===== src/rtl/ccu2_seq_pkg.sv =====
// Shared types and defaults for the CCU2C multi-precision add/sub sequencer.
package ccu2_seq_pkg;

  localparam int unsigned LIMB_W_DEF = 8;
  localparam int unsigned LIMBS_DEF  = 4;

  localparam logic OP_ADD = 1'b0;
  localparam logic OP_SUB = 1'b1;

  typedef enum logic [1:0] {
    IDLE = 2'd0,
    RUN  = 2'd1,
    DONE = 2'd2
  } seq_state_e;

endpackage


===== src/rtl/ccu2_limb_adder.sv =====
// Combinational LIMB_W-bit a+b+cin built as a ripple of 2-bit CCU2C-style slices.
// Carry enters only through i_cin (no per-slice carry injection).
module ccu2_limb_adder #(
  parameter int unsigned LIMB_W = 8
) (
  input  logic [LIMB_W-1:0] i_a,
  input  logic [LIMB_W-1:0] i_b,
  input  logic              i_cin,
  output logic [LIMB_W-1:0] o_sum,
  output logic              o_cout
);

  localparam int unsigned Slices = LIMB_W / 2;

  logic [Slices:0] w_c;

  assign w_c[0] = i_cin;

  for (genvar s = 0; s < Slices; s++) begin : g_slice
    assign {w_c[s+1], o_sum[2*s +: 2]} = {1'b0, i_a[2*s +: 2]} + {1'b0, i_b[2*s +: 2]}
                                         + {2'b00, w_c[s]};
  end

  assign o_cout = w_c[Slices];

endmodule


===== src/rtl/ccu2_mp_sequencer.sv =====
// Round-robin arbitrated multi-precision add/sub, one limb per cycle LSB first.
// Optional CCU2_SEQ_FLAGS_EN adds registered RSP_ZERO / RSP_OVF result flags.
module ccu2_mp_sequencer
  import ccu2_seq_pkg::*;
#(
  parameter int unsigned LIMB_W = LIMB_W_DEF,
  parameter int unsigned LIMBS  = LIMBS_DEF
) (
  input  logic                       CLK,
  input  logic                       SRN,
  input  logic [1:0]                 REQ_VALID,
  output logic [1:0]                 REQ_READY,
  input  logic [1:0]                 REQ_SUB,
  input  logic [2*LIMB_W*LIMBS-1:0]  REQ_A,
  input  logic [2*LIMB_W*LIMBS-1:0]  REQ_B,
  output logic                       RSP_VALID,
  input  logic                       RSP_READY,
  output logic                       RSP_ID,
  output logic [LIMB_W*LIMBS-1:0]    RSP_SUM,
  output logic                       RSP_COUT,
`ifdef CCU2_SEQ_FLAGS_EN
  output logic                       RSP_ZERO,
  output logic                       RSP_OVF,
`endif
  output logic                       BUSY
);

  localparam int unsigned W       = LIMB_W * LIMBS;
  localparam int unsigned IdxW    = (LIMBS > 1) ? $clog2(LIMBS) : 1;
  localparam logic [IdxW-1:0] LastIdx = IdxW'(LIMBS - 1);

  seq_state_e r_state, w_state_d;

  logic            r_last, r_sub, r_id, r_carry, r_cout;
  logic [IdxW-1:0] r_idx;
  logic [W-1:0]    r_a, r_b, r_sum;

  logic              w_gnt, w_accept, w_last_limb, w_cout;
  logic [LIMB_W-1:0] w_b_eff, w_sum_limb;
  logic [W-1:0]      w_sum_next, w_a_sel, w_b_sel;

  // Contention goes to whoever did not win last; a lone requester always wins.
  assign w_gnt       = (&REQ_VALID) ? ~r_last : REQ_VALID[1];
  assign w_accept    = (r_state == IDLE) && REQ_VALID[w_gnt];
  assign w_last_limb = (r_idx == LastIdx);
  assign w_a_sel     = w_gnt ? REQ_A[2*W-1:W] : REQ_A[W-1:0];
  assign w_b_sel     = w_gnt ? REQ_B[2*W-1:W] : REQ_B[W-1:0];
  assign w_b_eff     = (r_sub == OP_SUB) ? ~r_b[LIMB_W-1:0] : r_b[LIMB_W-1:0];

  ccu2_limb_adder #(
    .LIMB_W (LIMB_W)
  ) u_limb_adder (
    .i_a    (r_a[LIMB_W-1:0]),
    .i_b    (w_b_eff),
    .i_cin  (r_carry),
    .o_sum  (w_sum_limb),
    .o_cout (w_cout)
  );

  // New limb enters at the top so the result lands LSB-aligned after LIMBS passes.
  if (LIMBS == 1) begin : g_one_limb
    assign w_sum_next = w_sum_limb;
  end else begin : g_multi_limb
    assign w_sum_next = {w_sum_limb, r_sum[W-1:LIMB_W]};
  end

  always_comb begin
    w_state_d = r_state;
    REQ_READY = 2'b00;
    unique case (r_state)
      IDLE: begin
        REQ_READY[w_gnt] = REQ_VALID[w_gnt];
        if (REQ_VALID[w_gnt]) w_state_d = RUN;
      end
      RUN:     if (w_last_limb) w_state_d = DONE;
      DONE:    if (RSP_READY) w_state_d = IDLE;
      default: w_state_d = IDLE;
    endcase
  end

  always_ff @(posedge CLK or negedge SRN) begin
    if (!SRN) r_state <= IDLE;
    else      r_state <= w_state_d;
  end

  always_ff @(posedge CLK or negedge SRN) begin
    if (!SRN) begin
      r_last  <= 1'b1;
      r_sub   <= OP_ADD;
      r_id    <= 1'b0;
      r_carry <= 1'b0;
      r_cout  <= 1'b0;
      r_idx   <= '0;
      r_a     <= '0;
      r_b     <= '0;
      r_sum   <= '0;
    end else if (w_accept) begin
      r_a     <= w_a_sel;
      r_b     <= w_b_sel;
      r_sub   <= REQ_SUB[w_gnt];
      r_carry <= REQ_SUB[w_gnt];
      r_id    <= w_gnt;
      r_last  <= w_gnt;
      r_idx   <= '0;
    end else if (r_state == RUN) begin
      r_a     <= r_a >> LIMB_W;
      r_b     <= r_b >> LIMB_W;
      r_sum   <= w_sum_next;
      r_carry <= w_cout;
      r_idx   <= r_idx + 1'b1;
      if (w_last_limb) r_cout <= w_cout;
    end
  end

`ifdef CCU2_SEQ_FLAGS_EN
  logic r_zero, r_ovf;

  // On the last limb r_a/w_b_eff hold the top limbs, so their msbs are the operand signs.
  always_ff @(posedge CLK or negedge SRN) begin
    if (!SRN) begin
      r_zero <= 1'b0;
      r_ovf  <= 1'b0;
    end else if ((r_state == RUN) && w_last_limb) begin
      r_zero <= (w_sum_next == '0);
      r_ovf  <= (r_a[LIMB_W-1] == w_b_eff[LIMB_W-1]) &&
                (w_sum_limb[LIMB_W-1] != r_a[LIMB_W-1]);
    end
  end

  assign RSP_ZERO = r_zero;
  assign RSP_OVF  = r_ovf;
`endif

  assign RSP_VALID = (r_state == DONE);
  assign BUSY      = (r_state != IDLE);
  assign RSP_ID    = r_id;
  assign RSP_SUM   = r_sum;
  assign RSP_COUT  = r_cout;

endmodule


===== config.mk =====
export PLATFORM = sky130hd
export DESIGN_NAME = ccu2_mp_sequencer
export DESIGN_NICKNAME = d
export VERILOG_FILES = /design/src/rtl/ccu2_seq_pkg.sv /design/src/rtl/ccu2_limb_adder.sv /design/src/rtl/ccu2_mp_sequencer.sv
export SDC_FILE = /design/constraint.sdc
export NUM_CORES = 1
export LEC_CHECK = 0
export ABC_AREA = 1
export BUFFER_PORTS_ARGS = -buffer_cell sky130_fd_sc_hd__buf_2
export CAP_MARGIN = 20
export CORE_AREA = 2 2 158 83
export CTS_CLUSTER_DIAMETER = 120
export CTS_CLUSTER_SIZE = 28
export DETAILED_ROUTE_END_ITERATION = 8
export DIE_AREA = 0 0 160 85
export PLACE_DENSITY = 0.76
export SLEW_MARGIN = 25
export SYNTH_ARGS = -nofsm -noshare
export SYNTH_HDL_FRONTEND = slang
export SYNTH_SLANG_ARGS = --single-unit

===== constraint.sdc =====
create_clock -name CLK -period 3.75 [get_ports CLK]
set_input_delay 0.75 -clock CLK [delete_from_list [all_inputs] [get_ports CLK]]
set_output_delay 0.75 -clock CLK [all_outputs]
set_load 0.05 [all_outputs]

==> results.tsv <==
stage	metric	value	unit
outcome	status	completed	
detailed_routing	post-DR vias/cell	5.08	
setup_path	nature of the critical path endpoint	flop	
timing	Final setup viols	0	
yosys	area share of and/or/nand/nor cells after synthesis	30.7	%
global_route	Total GRT Usage	24.1	%
yosys	leading area contributor after synthesis	dfrtp_1	
detailed_routing	Iteration-0 DRC Markers	420	
final_layout	layout cells sized above 1	25.8	%
yosys	synth top area cells	dfrtp_1 46%, nand2_1 12%, o21ai_0 7.0%	
placed_design	placed cell areas	0.00656	mm^2
cts	CTS root buffer	clkbuf_16	
power	pwr/cell area	985	mW/mm^2
yosys	largest family of logic cells by synthesized area	simple AND/OR/NAND/NOR gates	
placed_design	IO Port Bufs	172	
yosys	Post-Synth Adder-Cell Area	3.08	%
cts	Clock Tree Buf Depth	2	
setup_path	reg2reg path depth	13	
detailed_routing	WL per Instance	14.9	um
timing	Worst-Margin Slew	0.858	ns
setup_path	crit path capture	RSP_SUM[31]$_DFFE_PN0P_	
yosys	syn_area_per_cell	7.84	um^2
yosys	Mapped Nets	860	
final_layout	area delta synth->final	22.8	%
timing	RSZ-0062 raised after global routing	yes	
yosys	unique cell type count in the Yosys netlist	28	
timing	Clock Skews	0.0125	ns
final_layout	Total Nets Final	1010	
setup_path	crit path DAT	3.88	ns
timing	Max Slew Vio Count	0	
final_layout	commonest non-fill, non-tap cell in the layout	nand2_1	
placed_design	dpl cells	1024	
setup_path	crit path max fanout	2	
detailed_routing	DRC viols	0	
yosys	xor/xnor share of the synthesized area	1.25	%
cts	clock sink count	105	
final_layout	commonest cells after routing, fill and taps aside	172 x nand2_1, 171 x buf_2, 104 x dfrtp_1	
timing	post-route setup TNS	0	ns
setup_path	Critical Path RT	3.97	ns
die	chip height	85	um
global_route	vias in the first global route	5173	
cts	CTS tree	done	
die	IO Count	173	
setup_path	CP Launch Point	r_b[0]$_DFFE_PN0P_	
cts	H-tree lvl count	3	
detailed_routing	routed wire length	15600	um
die	Row Count	29	
yosys	cell area after synthesis	0.00561	mm^2
power	leakage	3.62	nW
global_route	antenna violations before repair	1	
detailed_routing	Routed Antenna Nets	0	
setup_path	setup slack, reg-to-reg	0.09	ns
setup_path	kind of critical path	flop to flop	
timing	Max Clock Freq	273	MHz
die	Initial Util	45.7	%
yosys	Compound-Gate Fraction of Synth Area	8.79	%
run	Max-cap violations	0	
die	Die X-Extent	160	um
placed_design	DP HPWL	11300	um
cts	CTS Buf Count	9	
timing	Final Hold Fails	0	
yosys	sequential area share after synthesis	46.9	%
yosys	multiplexer area fraction after synthesis	0	%
die	die area	0.0136	mm^2
yosys	Synth Warn #	0	
setup_path	R2R Path Start	r_b[0]$_DFFE_PN0P_	
cts	Worst-Skew Late Latency	0.35	ns
worst_hold_path	worst hold path type	input port to async pin	
global_route	grt ovf	0	
final_layout	Final Util	56.2	%
global_route	first-pass GRT wire length	25800	um
power	final total power	6.79	mW
power	VDD IR max	0.000487	V
global_route	largest net degree at the start of global routing	61	
yosys	Syn Inst Count	716	
detailed_routing	Pre-antenna DRT Iters	5	
final_layout	Non-Filler Instances	1042	
setup_path	Worst R2R End	RSP_SUM[31]$_DFFE_PN0P_	
setup_path	Startpoint Class	flop	
die	core footprint	0.0123	mm^2
cts	clock transition at the registers of the reported paths	0.08	ns
yosys	#FFs+latches synth	105	
timing	Tcrit/Tclk final	97.6	%
detailed_routing	routed via count	5295	
yosys	Synth top area share	46.4	%
final_layout	final instance area	0.00689	mm^2
timing	final worst path period need	3.66	ns
placed_design	GP Congestion	0.865	
timing	Worst slew margin	42.8	%
[worst max-delay path, stage by stage, from the launching register on]
cell and delay (ns):
dfrtp_1 0.41, xor2_2 0.18, fa_2 0.21, inv_2 0.04
fa_2 0.37, fa_2 0.36, fa_2 0.34, fa_2 0.34
fa_2 0.34, fa_2 0.34, inv_2 0.06, fa_1 0.39
nand2_1 0.08, o21ai_1 0.08
[registers in the layout, indices dropped and copies added (netlist names)]
register and flops:
RSP_ID 1, RSP_COUT 1, r_idx 2, r_last 1
r_sub 1, RSP_SUM 32, r_carry 1, r_a 32
r_state 2, r_b 32
[power breakdown]
part / switching [mW] / internal (mW)
Combinational: 2.63 / 1.16
Sequential: 0.327 / 1.72
Clock: 0.484 / 0.478
Total: 3.44 / 3.35
[synth_stat cells, drive strengths merged]
cell / n
nand4: 33
clkinv: 1
o21ai: 78
or2: 18
a21oi: 19
nand3: 50
dfstp: 1
buf: 30
ha: 1
dfrtp: 104
fa: 8
nor2: 80
nand3b: 16
inv: 74
o31ai: 1
nand2: 178
xnor2: 6
clkbuf: 16
xor2: 2
[cell type report]
class / instances / area (um^2)
Fill cell: 1216 / 5370
Inverter: 75 / 283
Timing Repair Buffer: 185 / 973
Multi-Input combinational cell: 490 / 2480
Clock buffer: 9 / 225
Sequential cell: 105 / 2630
Antenna cell: 1 / 2.50
Clock inverter: 7 / 81.3
Tap cell: 170 / 213
[per-layer routing]
metal	global-route usage, %	vias up	wire (um)
li1	-	2583	-
met1	36.9	2478	7920
met2	34.7	220	6200
met3	5.87	14	1290
met4	5.41	0	149
met5	0	-	0
[worst min path at each step]
| stage | to | slack [ns] | cells past startpoint |
|---|---|---|---|
| 2_1_floorplan | RSP_COUT$_DFFE_PN0P_ | 0.45 | 0 |
| 3_3_place_gp | RSP_COUT$_DFFE_PN0P_ | 0.46 | 2 |
| 3_5_place_dp | RSP_SUM[4]$_DFFE_PN0P_ | 0.46 | 2 |
| 4_1_cts | r_a[16]$_DFFE_PN0P_ | 0.40 | 1 |
| 5_1_grt | r_a[16]$_DFFE_PN0P_ | 0.42 | 1 |
| 6_report | r_a[16]$_DFFE_PN0P_ | 0.38 | 1 |
[what timing repair did]
item                       in CTS  in global routing
resized for setup               2                  5
setup buffers                   0                  1
hold endpoints to repair        0                  0
setup endpoints to repair       1                  1
pin swaps                       1                  1
hold buffers                    0                  0
[logic make-up after synthesis]
| family | Yosys count |
|---|---|
| xor+xnor | 8 |
| fa+ha+maj | 9 |
| flops | 105 |
| buf+inv | 121 |
| compound gates | 98 |
| simple gates | 375 |
[through the flow]
step,setup WS (ns),hold WS [ns]
after global routing,-0.0284,0.422
after floorplan,0.00340,0.446
after CTS,0.00451,0.398
final,0.0887,0.381
after global placement,-0.0756,0.456
after detailed placement,-0.113,0.461
No activity file was read; power rests on OpenSTA's default activity.
